--- config.mk ---
export PLATFORM = sky130hd
export DESIGN_NAME = noc_switch_alloc_flat
export DESIGN_NICKNAME = d
export VERILOG_FILES = /design/src/rtl/noc_switch_alloc_if.sv /design/src/rtl/noc_switch_alloc.sv /design/src/flat_wrapper.sv
export SDC_FILE = /design/constraint.sdc
export NUM_CORES = 1
export LEC_CHECK = 0
export BUFFER_PORTS_ARGS = -buffer_cell sky130_fd_sc_hd__buf_2
export CORE_AREA = 3 3 40 42
export DETAILED_ROUTE_END_ITERATION = 6
export DIE_AREA = 0 0 43 45
export PLACE_DENSITY = 0.55
export SYNTH_ARGS = -nofsm -noshare
export SYNTH_HDL_FRONTEND = slang
export SYNTH_SLANG_ARGS = --single-unit
--- constraint.sdc ---
create_clock -name clk -period 1.3 [get_ports clk]
set_input_delay 0.13 -clock clk [delete_from_list [all_inputs] [get_ports clk]]
set_output_delay 0.13 -clock clk [all_outputs]
set_load 0.02 [all_outputs]
--- src/rtl/noc_switch_alloc_if.sv ---
// Request/grant bundle between the input buffers, the switch allocator and the crossbar.
// master = input-buffer/crossbar side, slave = allocator.
interface noc_switch_alloc_if #(
    parameter int PORTS = 2
);
    localparam int IDX_W = $clog2(PORTS);

    logic [PORTS-1:0]            req;
    logic [PORTS-1:0][IDX_W-1:0] req_dest;
    logic [PORTS-1:0]            req_last;
    logic [PORTS-1:0]            out_ready;
    logic [PORTS-1:0][IDX_W-1:0] dest;
    logic [PORTS-1:0]            dest_en;
    logic [PORTS-1:0]            out_busy;
    logic [PORTS-1:0][IDX_W-1:0] out_owner;

    modport master (
        output req, req_dest, req_last, out_ready,
        input  dest, dest_en, out_busy, out_owner
    );

    modport slave (
        input  req, req_dest, req_last, out_ready,
        output dest, dest_en, out_busy, out_owner
    );
endinterface

--- src/rtl/noc_switch_alloc.sv ---
// Packet-level switch allocator: per-output round-robin with wormhole locking until tail.
// Optional owner-idle timeout release is enabled by defining NOC_ALLOC_TIMEOUT_EN.
//
// state  | meaning
// IDLE   | output free; arbitrates among inputs requesting it (no transfer)
// LOCKED | output owned by one input until its tail flit transfers
module noc_switch_alloc #(
    parameter int PORTS      = 2,
    parameter int IDLE_LIMIT = 8
) (
    input  logic              clk,
    input  logic              rst,
    noc_switch_alloc_if.slave bus
);
    localparam int IDX_W = $clog2(PORTS);

    if (PORTS < 2 || IDLE_LIMIT < 1) begin : g_param_check
        $error("noc_switch_alloc: PORTS must be >= 2 and IDLE_LIMIT >= 1");
    end

    typedef enum logic {IDLE = 1'b0, LOCKED = 1'b1} state_t;

    state_t           state_q  [PORTS];
    state_t           state_d  [PORTS];
    logic [IDX_W-1:0] owner_q  [PORTS];
    logic [IDX_W-1:0] owner_d  [PORTS];
    logic [IDX_W-1:0] rr_ptr_q [PORTS];
    logic [IDX_W-1:0] rr_ptr_d [PORTS];

    logic [PORTS-1:0]            dest_en;
    logic [PORTS-1:0][IDX_W-1:0] dest;

`ifdef NOC_ALLOC_TIMEOUT_EN
    localparam int CNT_W = $clog2(IDLE_LIMIT + 1);
    logic [CNT_W-1:0] idle_cnt_q [PORTS];
    logic [CNT_W-1:0] idle_cnt_d [PORTS];
`endif

    // Each input owns at most one output, so no two locked outputs share an owner.
    always_comb begin
        dest    = '0;
        dest_en = '0;
        for (int o = 0; o < PORTS; o++) begin
            if (state_q[o] == LOCKED) begin
                dest[owner_q[o]]    = IDX_W'(o);
                dest_en[owner_q[o]] = bus.req[owner_q[o]] & bus.out_ready[o];
            end
        end
    end

    always_comb begin
        logic             found;
        int               cand;
        logic [IDX_W-1:0] cand_idx;
        found    = 1'b0;
        cand     = 0;
        cand_idx = '0;
        for (int o = 0; o < PORTS; o++) begin
            state_d[o]  = state_q[o];
            owner_d[o]  = owner_q[o];
            rr_ptr_d[o] = rr_ptr_q[o];
`ifdef NOC_ALLOC_TIMEOUT_EN
            idle_cnt_d[o] = '0;
`endif
            if (state_q[o] == IDLE) begin
                found = 1'b0;
                // Scan starts just after the last owner, so it has lowest priority.
                for (int k = 1; k <= PORTS; k++) begin
                    cand     = (int'(rr_ptr_q[o]) + k) % PORTS;
                    cand_idx = IDX_W'(cand);
                    if (!found && bus.req[cand_idx] && bus.req_dest[cand_idx] == IDX_W'(o)) begin
                        found      = 1'b1;
                        owner_d[o] = cand_idx;
                        state_d[o] = LOCKED;
                    end
                end
            end else begin
                if (dest_en[owner_q[o]] && bus.req_last[owner_q[o]]) begin
                    state_d[o]  = IDLE;
                    rr_ptr_d[o] = owner_q[o];
                end
`ifdef NOC_ALLOC_TIMEOUT_EN
                if (!bus.req[owner_q[o]]) begin
                    if (idle_cnt_q[o] == CNT_W'(IDLE_LIMIT - 1)) begin
                        state_d[o]  = IDLE;
                        rr_ptr_d[o] = owner_q[o];
                    end else begin
                        idle_cnt_d[o] = idle_cnt_q[o] + CNT_W'(1);
                    end
                end
`endif
            end
        end
    end

    always_ff @(posedge clk or posedge rst) begin
        if (rst) begin
            for (int o = 0; o < PORTS; o++) begin
                state_q[o]  <= IDLE;
                owner_q[o]  <= '0;
                rr_ptr_q[o] <= IDX_W'(PORTS - 1);
`ifdef NOC_ALLOC_TIMEOUT_EN
                idle_cnt_q[o] <= '0;
`endif
            end
        end else begin
            for (int o = 0; o < PORTS; o++) begin
                state_q[o]  <= state_d[o];
                owner_q[o]  <= owner_d[o];
                rr_ptr_q[o] <= rr_ptr_d[o];
`ifdef NOC_ALLOC_TIMEOUT_EN
                idle_cnt_q[o] <= idle_cnt_d[o];
`endif
            end
        end
    end

    always_comb begin
        bus.out_busy  = '0;
        bus.out_owner = '0;
        for (int o = 0; o < PORTS; o++) begin
            bus.out_busy[o]  = (state_q[o] == LOCKED);
            bus.out_owner[o] = (state_q[o] == LOCKED) ? owner_q[o] : '0;
        end
    end

    assign bus.dest    = dest;
    assign bus.dest_en = dest_en;

`ifndef SYNTHESIS
    // An owner must keep pointing at the output it holds while it requests.
    always @(posedge clk) begin
        for (int o = 0; o < PORTS; o++) begin
            if (!rst && state_q[o] == LOCKED && bus.req[owner_q[o]]) begin
                assert (bus.req_dest[owner_q[o]] == IDX_W'(o));
            end
        end
    end
`endif
endmodule

--- src/flat_wrapper.sv ---
// flat-port wrapper written by rule: the top's interface ports become plain ports
module noc_switch_alloc_flat 
#(
    parameter int PORTS      = 2,
    parameter int IDLE_LIMIT = 8
)
  (clk, rst, bus_req, bus_req_dest, bus_req_last, bus_out_ready, bus_dest, bus_dest_en, bus_out_busy, bus_out_owner);
  noc_switch_alloc_if #(.PORTS(PORTS)) bus_i ();
  input  logic clk;
  input  logic rst;
  input wire logic [$bits(bus_i.req)-1:0] bus_req;
  input wire logic [$bits(bus_i.req_dest)-1:0] bus_req_dest;
  input wire logic [$bits(bus_i.req_last)-1:0] bus_req_last;
  input wire logic [$bits(bus_i.out_ready)-1:0] bus_out_ready;
  output wire logic [$bits(bus_i.dest)-1:0] bus_dest;
  output wire logic [$bits(bus_i.dest_en)-1:0] bus_dest_en;
  output wire logic [$bits(bus_i.out_busy)-1:0] bus_out_busy;
  output wire logic [$bits(bus_i.out_owner)-1:0] bus_out_owner;
  assign bus_i.req = bus_req;
  assign bus_i.req_dest = bus_req_dest;
  assign bus_i.req_last = bus_req_last;
  assign bus_i.out_ready = bus_out_ready;
  assign bus_dest = bus_i.dest;
  assign bus_dest_en = bus_i.dest_en;
  assign bus_out_busy = bus_i.out_busy;
  assign bus_out_owner = bus_i.out_owner;
  noc_switch_alloc #(.PORTS(PORTS), .IDLE_LIMIT(IDLE_LIMIT)) u_core (.clk(clk), .rst(rst), .bus(bus_i));
endmodule
==> impl_metrics.prom, run 1 <==
# TYPE chip_impl_metric gauge
chip_impl_info{name="hp-class",value="in2reg"} 1
chip_impl_metric{name="seq_area_frac_synth",unit="%"} 36.7
chip_impl_metric{name="buffer_levels_on_the_longest_clock_path",unit=""} 2
chip_impl_metric{name="syn-num-nets",unit=""} 57
chip_impl_metric{name="grt.overflow.total",unit=""} 0
chip_impl_info{name="worstSetupEndpointType",value="output port"} 1
chip_impl_metric{name="clock_skew",unit="ps"} 1.45
chip_impl_metric{name="ctsHtreeMaxLevel",unit=""} 1
chip_impl_info{name="path_class",value="reg2out"} 1
chip_impl_metric{name="drcViolationCount",unit=""} 0
chip_impl_metric{name="finalMaxSlewViolations",unit=""} 0
chip_impl_metric{name="worst_skew_pair.late_latency",unit="ps"} 240
chip_impl_info{name="final_common_cell",value="sky130_fd_sc_hd__buf_2"} 1
chip_impl_metric{name="drive_gt1_share",unit="%"} 52.6
chip_impl_metric{name="detail_route.vias_per_cell",unit=""} 4.90
chip_impl_info{name="cts_tree",value="done"} 1
chip_impl_metric{name="avg_wl_per_cell",unit="um"} 12.2
chip_impl_metric{name="worst_ep_required_time",unit="ps"} 1170
chip_impl_metric{name="irDropWorstVdd",unit="uV"} 875
chip_impl_metric{name="grt_start_max_net_pins",unit=""} 9
chip_impl_metric{name="total_power",unit="mW"} 1.44
chip_impl_metric{name="max_slew.worst_pin.slew",unit="ps"} 234
chip_impl_metric{name="fillerInstances",unit=""} 121
chip_impl_metric{name="gate_count_after_technology_mapping",unit=""} 47
chip_impl_metric{name="pre_cts_setup_slack",unit="ps"} 67.3
chip_impl_info{name="violations",value="setup timing"} 1
chip_impl_metric{name="design.portCount",unit=""} 18
chip_impl_metric{name="yosysWarnings",unit=""} 0
chip_impl_info{name="reg2reg_from",value="u_core.owner_q[1]"} 1
chip_impl_metric{name="reg2reg_setup_slack",unit="ps"} -110
chip_impl_metric{name="cpPeakStageDelay",unit="ps"} 410
chip_impl_metric{name="worst-path-max-fanout",unit=""} 4
chip_impl_metric{name="finalHoldViolations",unit=""} 0
chip_impl_metric{name="critical_path.n_buffers_inverters",unit=""} 1
chip_impl_metric{name="timing.reg2reg.worst_path_depth",unit=""} 6
chip_impl_metric{name="arrival",unit="ps"} 1290
chip_impl_metric{name="routabilityCongestion",unit=""} 0.709
chip_impl_metric{name="worst_slack_setup_final",unit="ps"} -122
chip_impl_info{name="family_with_the_most_delay_on_the_worst_path",value="flip-flops"} 1
chip_impl_metric{name="mappedNetlistArea",unit="sq um"} 415
chip_impl_info{name="timing.hold.worst.start",value="bus_req_last[1]"} 1
chip_impl_metric{name="detailed_route_wire_length",unit="um"} 1110
chip_impl_metric{name="dieWidth",unit="um"} 43
chip_impl_metric{name="hold_path_depth",unit=""} 2
chip_impl_metric{name="whs",unit="ps"} 182
chip_impl_info{name="crit_path_cell_trace",value="mux2_4, nand3b_1, o21ai_2, buf_6"} 1
chip_impl_metric{name="portbufs",unit=""} 17
chip_impl_metric{name="period_share",unit="%"} 109
chip_impl_metric{name="p_per_area",unit="nW/um^2"} 2240
chip_impl_metric{name="number_of_max_cap_violations",unit=""} 0
chip_impl_info{name="cts.root.buffer_cell",value="sky130_fd_sc_hd__clkbuf_4"} 1
chip_impl_metric{name="diode_count",unit=""} 0
chip_impl_metric{name="total_leakage_power",unit="nW"} 0.329
chip_impl_metric{name="dieArea",unit="sq um"} 1940
chip_impl_info{name="hold_path_sink",value="u_core.rr_ptr_q[0]"} 1
chip_impl_metric{name="final_nets",unit=""} 87
chip_impl_metric{name="syn_to_final_growth",unit="%"} 55.1
chip_impl_metric{name="cts.reportedPaths.clkPinSlew",unit="ps"} 50
chip_impl_info{name="critical_path.reg2reg.endpoint",value="u_core.bus.out_busy[0]"} 1
chip_impl_metric{name="setup_violations",unit=""} 4
chip_impl_metric{name="detail_route.iter0.violations",unit=""} 7
chip_impl_metric{name="ys_types",unit=""} 22
chip_impl_metric{name="max_freq",unit="MHz"} 703
chip_impl_metric{name="vias_in_the_first_global_route",unit=""} 410
chip_impl_metric{name="core-area",unit="sq um"} 1280
chip_impl_metric{name="groute.usage.overall",unit="%"} 12.7
chip_impl_metric{name="routed-via-count",unit=""} 446
chip_impl_metric{name="period_needed",unit="ps"} 1420
chip_impl_metric{name="grt_antenna_before_repair",unit=""} 0
chip_impl_metric{name="rows",unit=""} 13
chip_impl_metric{name="pre_repair_dr_iteration_count",unit=""} 4
chip_impl_metric{name="cts.sink_count",unit=""} 6
chip_impl_metric{name="wire_length_of_the_first_global_routing_pass",unit="um"} 1810
chip_impl_metric{name="synth-seq-cells",unit=""} 6
chip_impl_info{name="layout_common_cells",value="15 x sky130_fd_sc_hd__buf_2, 9 x sky130_fd_sc_hd__nand2_1, 7 x sky130_fd_sc_hd__buf_4"} 1
chip_impl_metric{name="cts-buffers-inserted",unit=""} 3
chip_impl_info{name="worst_setup_path_start_kind",value="flop"} 1
chip_impl_info{name="grt_setup_unrepaired",value="yes"} 1
chip_impl_metric{name="fp.dieH",unit="um"} 45
chip_impl_metric{name="max-slew-margin-rel",unit="%"} 84.4
chip_impl_info{name="outcome",value="complete, but fails checks"} 1
chip_impl_info{name="cpMaxStageDelayCell",value="sky130_fd_sc_hd__dfrtp_1"} 1
chip_impl_metric{name="drtAntennaViolNets",unit=""} 0
chip_impl_metric{name="synth_area_per_inst",unit="sq um"} 8.84
chip_impl_metric{name="initial_core_util",unit="%"} 32.3
[how the worst max path moves through the flow]
stage                            from                     end  depth (start not counted)
4_1_cts             u_core.owner_q[1]          bus_dest_en[1]                          4
3_5_place_dp        u_core.owner_q[1]  u_core.bus.out_busy[0]                          4
2_1_floorplan  u_core.bus.out_busy[1]          bus_dest_en[1]                          3
5_1_grt             u_core.owner_q[1]          bus_dest_en[1]                          4
6_report            u_core.owner_q[1]          bus_dest_en[1]                          4
3_3_place_gp        u_core.owner_q[1]          bus_dest_en[1]                          4
[stage by stage]
stage          util (%)  instances  setup TNS [ps]  area [sq um]
2_1_floorplan         -         47               0           420
3_3_place_gp       40.8         79               0           524
3_5_place_dp       40.8         79               0           524
4_1_cts            46.3         86            -197           596
5_1_grt            50.1         91            -742           644
6_report           50.1         91            -364           644
[synth_stat cells, drive strengths merged]
library cell / n / share of area, %
a21oi: 2 / 4.2
a22o: 1 / 2.1
a311oi: 1 / 3.6
and2: 1 / 2.1
and2b: 1 / 2.4
and4: 1 / 2.1
buf: 1 / 1.8
dfrtp: 4 / 24
dfstp: 2 / 13
inv: 6 / 5.4
mux2: 1 / 3.6
nand2: 9 / 8.1
nand2b: 3 / 4.5
nand3: 1 / 2.4
nand3b: 1 / 1.8
nand4: 2 / 3.0
nand4b: 1 / 2.1
nor2: 4 / 3.6
o211a: 1 / 2.4
o21ai: 1 / 1.2
o21bai: 1 / 1.8
o32a: 2 / 4.8
[layout make-up]
type                    instances  area (sq um)  share of cell area (%)
clock buffers                   4          26.3                    4.08
inverters                       6          22.5                    3.50
multi-input cells              34           251                    39.0
flip-flops and latches          6           154                    23.9
well taps                      15          18.8                    2.91
repair buffers                 26           171                    26.6
[flip-flops by register name, indices dropped and copies added (netlist names)]
| register | count |
|---|---|
| u_core.bus.out_busy | 2 |
| u_core.owner_q | 2 |
| u_core.rr_ptr_q | 2 |
[routing by layer]
layer,part of all wire (%),vias up,GRT usage [%]
li1,-,223,-
met1,46,194,16.5
met2,41,23,18.3
met3,7.9,6,1.59
met4,5.4,0,11.4
met5,0,-,0
[logic make-up (layout without fill, tap and decap cells)]
| family | count (synthesis) | after routing | synth area share [%] |
|---|---|---|---|
| AO/OA/AOI/OAI | 9 | 9 | 20.2 |
| buffers and inverters | 7 | 36 | 7.23 |
| flip-flops | 6 | 6 | 36.7 |
| multiplexers | 1 | 1 | 3.61 |
| AND/OR/NAND/NOR | 24 | 24 | 32.2 |
[power breakdown]
part	total, mW	leakage [nW]	internal, mW	switching (mW)
clock network	0.182	0.0150	0.116	0.0663
registers	0.376	0.0638	0.301	0.0750
logic	0.882	0.251	0.434	0.448
total	1.44	0.329	0.851	0.590
[what timing repair did]
item,CTS,global route
setup buffers,2,5
setup endpoints to repair,2,4
gates resized for setup,5,2
hold buffers,1,0
hold endpoints to repair,4,0
pin swaps,3,2
No activity file was read; power rests on OpenSTA's default activity.
==> inputs of run 2 (changes only) <==
--- a/config.mk
+++ b/config.mk
@@ -5,11 +5,11 @@
 export SDC_FILE = /design/constraint.sdc
 export NUM_CORES = 1
 export LEC_CHECK = 0
-export BUFFER_PORTS_ARGS = -buffer_cell sky130_fd_sc_hd__buf_2
+export BUFFER_PORTS_ARGS = -buffer_cell sky130_fd_sc_hd__clkbuf_2
 export CORE_AREA = 3 3 40 42
 export DETAILED_ROUTE_END_ITERATION = 6
 export DIE_AREA = 0 0 43 45
-export PLACE_DENSITY = 0.55
+export PLACE_DENSITY_LB_ADDON = 0.12
 export SYNTH_ARGS = -nofsm -noshare
 export SYNTH_HDL_FRONTEND = slang
 export SYNTH_SLANG_ARGS = --single-unit
==> impl_metrics.prom, run 2 (synthesis gave the netlist of run 1 again) <==
# TYPE chip_impl_metric gauge
chip_impl_metric{name="core-area",unit="sq um"} 1280
chip_impl_info{name="grt_setup_unrepaired",value="yes"} 1
chip_impl_info{name="critical_path_endpoint",value="bus_dest_en[1]"} 1
chip_impl_info{name="cts.root.buffer_cell",value="sky130_fd_sc_hd__clkbuf_4"} 1
chip_impl_metric{name="p_per_area",unit="nW/um^2"} 2320
chip_impl_metric{name="irDropWorstVdd",unit="uV"} 1200
chip_impl_metric{name="detail_route.vias_per_cell",unit=""} 4.89
chip_impl_info{name="hp-class",value="in2reg"} 1
chip_impl_metric{name="swShare",unit="%"} 40.6
chip_impl_info{name="path_class",value="reg2out"} 1
chip_impl_info{name="worst_setup_path_start_kind",value="flop"} 1
chip_impl_metric{name="final_core_util",unit="%"} 51.4
chip_impl_metric{name="worst-path-max-fanout",unit=""} 4
chip_impl_metric{name="reg2reg_setup_slack",unit="ps"} -50
chip_impl_info{name="family_with_the_most_delay_on_the_worst_path",value="flip-flops"} 1
chip_impl_info{name="final_common_cell",value="sky130_fd_sc_hd__clkbuf_2"} 1
chip_impl_info{name="reg2reg_from",value="u_core.owner_q[1]"} 1
chip_impl_metric{name="power.share.combinational",unit="%"} 61.9
chip_impl_metric{name="drtAntennaViolNets",unit=""} 0
chip_impl_metric{name="syn_to_final_growth",unit="%"} 59.0
chip_impl_metric{name="diode_count",unit=""} 0
chip_impl_metric{name="routabilityCongestion",unit=""} 0.672
chip_impl_metric{name="fp.dieH",unit="um"} 45
chip_impl_metric{name="grt_antenna_before_repair",unit=""} 0
chip_impl_metric{name="grt.overflow.total",unit=""} 0
chip_impl_metric{name="worst_skew_pair.late_latency",unit="ps"} 250
chip_impl_metric{name="whs",unit="ps"} 175
chip_impl_metric{name="total_power",unit="mW"} 1.53
chip_impl_metric{name="finalHoldViolations",unit=""} 0
chip_impl_metric{name="portbufs",unit=""} 17
chip_impl_metric{name="number_of_max_cap_violations",unit=""} 0
chip_impl_metric{name="worst_ep_required_time",unit="ps"} 1170
chip_impl_metric{name="dieWidth",unit="um"} 43
chip_impl_metric{name="detail_route.iter0.violations",unit=""} 7
chip_impl_metric{name="period_needed",unit="ps"} 1450
chip_impl_info{name="cts_tree",value="done"} 1
chip_impl_metric{name="wire_length_of_the_first_global_routing_pass",unit="um"} 1900
chip_impl_metric{name="worst_slack_setup_final",unit="ps"} -146
chip_impl_metric{name="routed-via-count",unit=""} 445
chip_impl_metric{name="pwr-share-seq",unit="%"} 25.5
chip_impl_metric{name="pre_repair_dr_iteration_count",unit=""} 4
chip_impl_metric{name="arrival",unit="ps"} 1320
chip_impl_metric{name="avg_wl_per_cell",unit="um"} 12.8
chip_impl_metric{name="p_clk_share",unit="%"} 12.6
chip_impl_metric{name="groute.usage.overall",unit="%"} 14.2
chip_impl_info{name="worstSetupEndpointType",value="output port"} 1
chip_impl_info{name="worst_setup_path_startpoint",value="u_core.owner_q[1]"} 1
chip_impl_metric{name="drcViolationCount",unit=""} 0
chip_impl_metric{name="detailed_route_wire_length",unit="um"} 1160
chip_impl_info{name="crit_path_cell_trace",value="mux2_4, nand3b_1, o21ai_2, clkbuf_8"} 1
chip_impl_metric{name="critical_path_cell_count",unit=""} 4
chip_impl_metric{name="grt_start_max_net_pins",unit=""} 9
chip_impl_metric{name="critical_path.n_buffers_inverters",unit=""} 1
chip_impl_metric{name="final_nets",unit=""} 87
chip_impl_metric{name="timing.reg2reg.worst_path_depth",unit=""} 5
chip_impl_metric{name="ctsHtreeMaxLevel",unit=""} 1
chip_impl_metric{name="power.switching",unit="uW"} 623
chip_impl_metric{name="max_freq",unit="MHz"} 691
chip_impl_metric{name="max_slew.worst_pin.slew",unit="ps"} 259
chip_impl_info{name="outcome",value="complete, but fails checks"} 1
chip_impl_info{name="critical_path.reg2reg.endpoint",value="u_core.bus.out_busy[0]"} 1
chip_impl_info{name="layout_common_cells",value="13 x sky130_fd_sc_hd__clkbuf_2, 7 x sky130_fd_sc_hd__nand2_1, 7 x sky130_fd_sc_hd__buf_4"} 1
chip_impl_metric{name="max-slew-margin-rel",unit="%"} 82.6
chip_impl_metric{name="design.portCount",unit=""} 18
chip_impl_metric{name="detailedPlacementHpwl",unit="um"} 853
chip_impl_info{name="violations",value="setup timing"} 1
chip_impl_metric{name="power_report.internal_total",unit="uW"} 911
chip_impl_metric{name="rows",unit=""} 13
chip_impl_metric{name="cts.reportedPaths.clkPinSlew",unit="ps"} 50
chip_impl_metric{name="finalMaxSlewViolations",unit=""} 0
chip_impl_metric{name="dieArea",unit="sq um"} 1940
chip_impl_metric{name="period_share",unit="%"} 111
chip_impl_metric{name="cts.sink_count",unit=""} 6
chip_impl_info{name="cpMaxStageDelayCell",value="sky130_fd_sc_hd__dfrtp_1"} 1
chip_impl_metric{name="total_leakage_power",unit="nW"} 0.335
chip_impl_metric{name="initial_core_util",unit="%"} 32.3
chip_impl_metric{name="vias_in_the_first_global_route",unit=""} 411
chip_impl_metric{name="drive_gt1_share",unit="%"} 57.9
chip_impl_metric{name="clock_skew",unit="ps"} 1.13
chip_impl_metric{name="setup_violations",unit=""} 3
chip_impl_metric{name="cpPeakStageDelay",unit="ps"} 410
chip_impl_metric{name="cts-buffers-inserted",unit=""} 3
chip_impl_metric{name="buffer_levels_on_the_longest_clock_path",unit=""} 2
run 2: changes by cell type in the layout (fill, tap and decap cells not counted), sizes merged:
cell / delta
buf: -15
clkbuf: +15
run 2: worst min path at each step:
stage                          from                endpoint  slack, ps  cells after the start
floorplan                       rst  u_core.bus.out_busy[0]        -80                      1
global placement                rst       u_core.owner_q[0]         40                      2
detailed placement              rst       u_core.owner_q[0]         50                      2
CTS                 bus_req_last[1]      u_core.rr_ptr_q[0]        170                      2
global route        bus_req_last[0]  u_core.bus.out_busy[1]        160                      3
finish              bus_req_last[0]  u_core.bus.out_busy[1]        170                      3
run 2: final cells by class:
type | count | area (sq um)
clock buffers | 4 | 26.3
fillers | 134 | 624
inverters | 6 | 22.5
multi-input cells | 34 | 256
flip-flops and latches | 6 | 154
well taps | 15 | 18.8
repair buffers | 26 | 183
run 2: power groups by stage:
stage	clock (mW)	sequential, mW	combinational [mW]
6_report	0.194	0.391	0.950
5_1_grt	0.226	0.405	1.03
4_1_cts	0.205	0.384	0.886
3_5_place_dp	0	0.392	0.698
3_3_place_gp	0	0.392	0.703
2_1_floorplan	0	0.413	0.488
run 2: worst reg2reg max path: stages, from the launching register on:
cell	delay, ps
sky130_fd_sc_hd__dfrtp_1	410
sky130_fd_sc_hd__mux2_4	310
sky130_fd_sc_hd__nand3b_1	120
sky130_fd_sc_hd__buf_4	140
sky130_fd_sc_hd__a21oi_4	50
sky130_fd_sc_hd__a311oi_2	220
run 2: per-layer routing:
layer  routed length (um)  global-route usage [%]  vias up
li1                     -                       -      224
met1                  511                    17.2      206
met2                  572                    21.6       11
met3                   63                    7.17        4
met4                   18                    5.42        0
met5                    0                       0        -
run 2: metrics by stage:
stage / TNS (ps) / std cells / setup WS, ps / area, sq um
5_1_grt: -515 / 91 / -212 / 661
4_1_cts: -342 / 91 / -140 / 642
3_5_place_dp: 0 / 79 / 78.9 / 524
6_report: -257 / 91 / -146 / 661
2_1_floorplan: 0 / 47 / 19.0 / 420
3_3_place_gp: 0 / 79 / 80.2 / 524
run 2: timing repair:
action                                  in CTS  in global routing
endpoints found under the setup margin       2                  8
hold endpoints to repair                     4                  0
pin swaps                                    4                  4
resized for setup                            6                  9
buffers inserted                             7                  1
hold buffers                                 1                  0
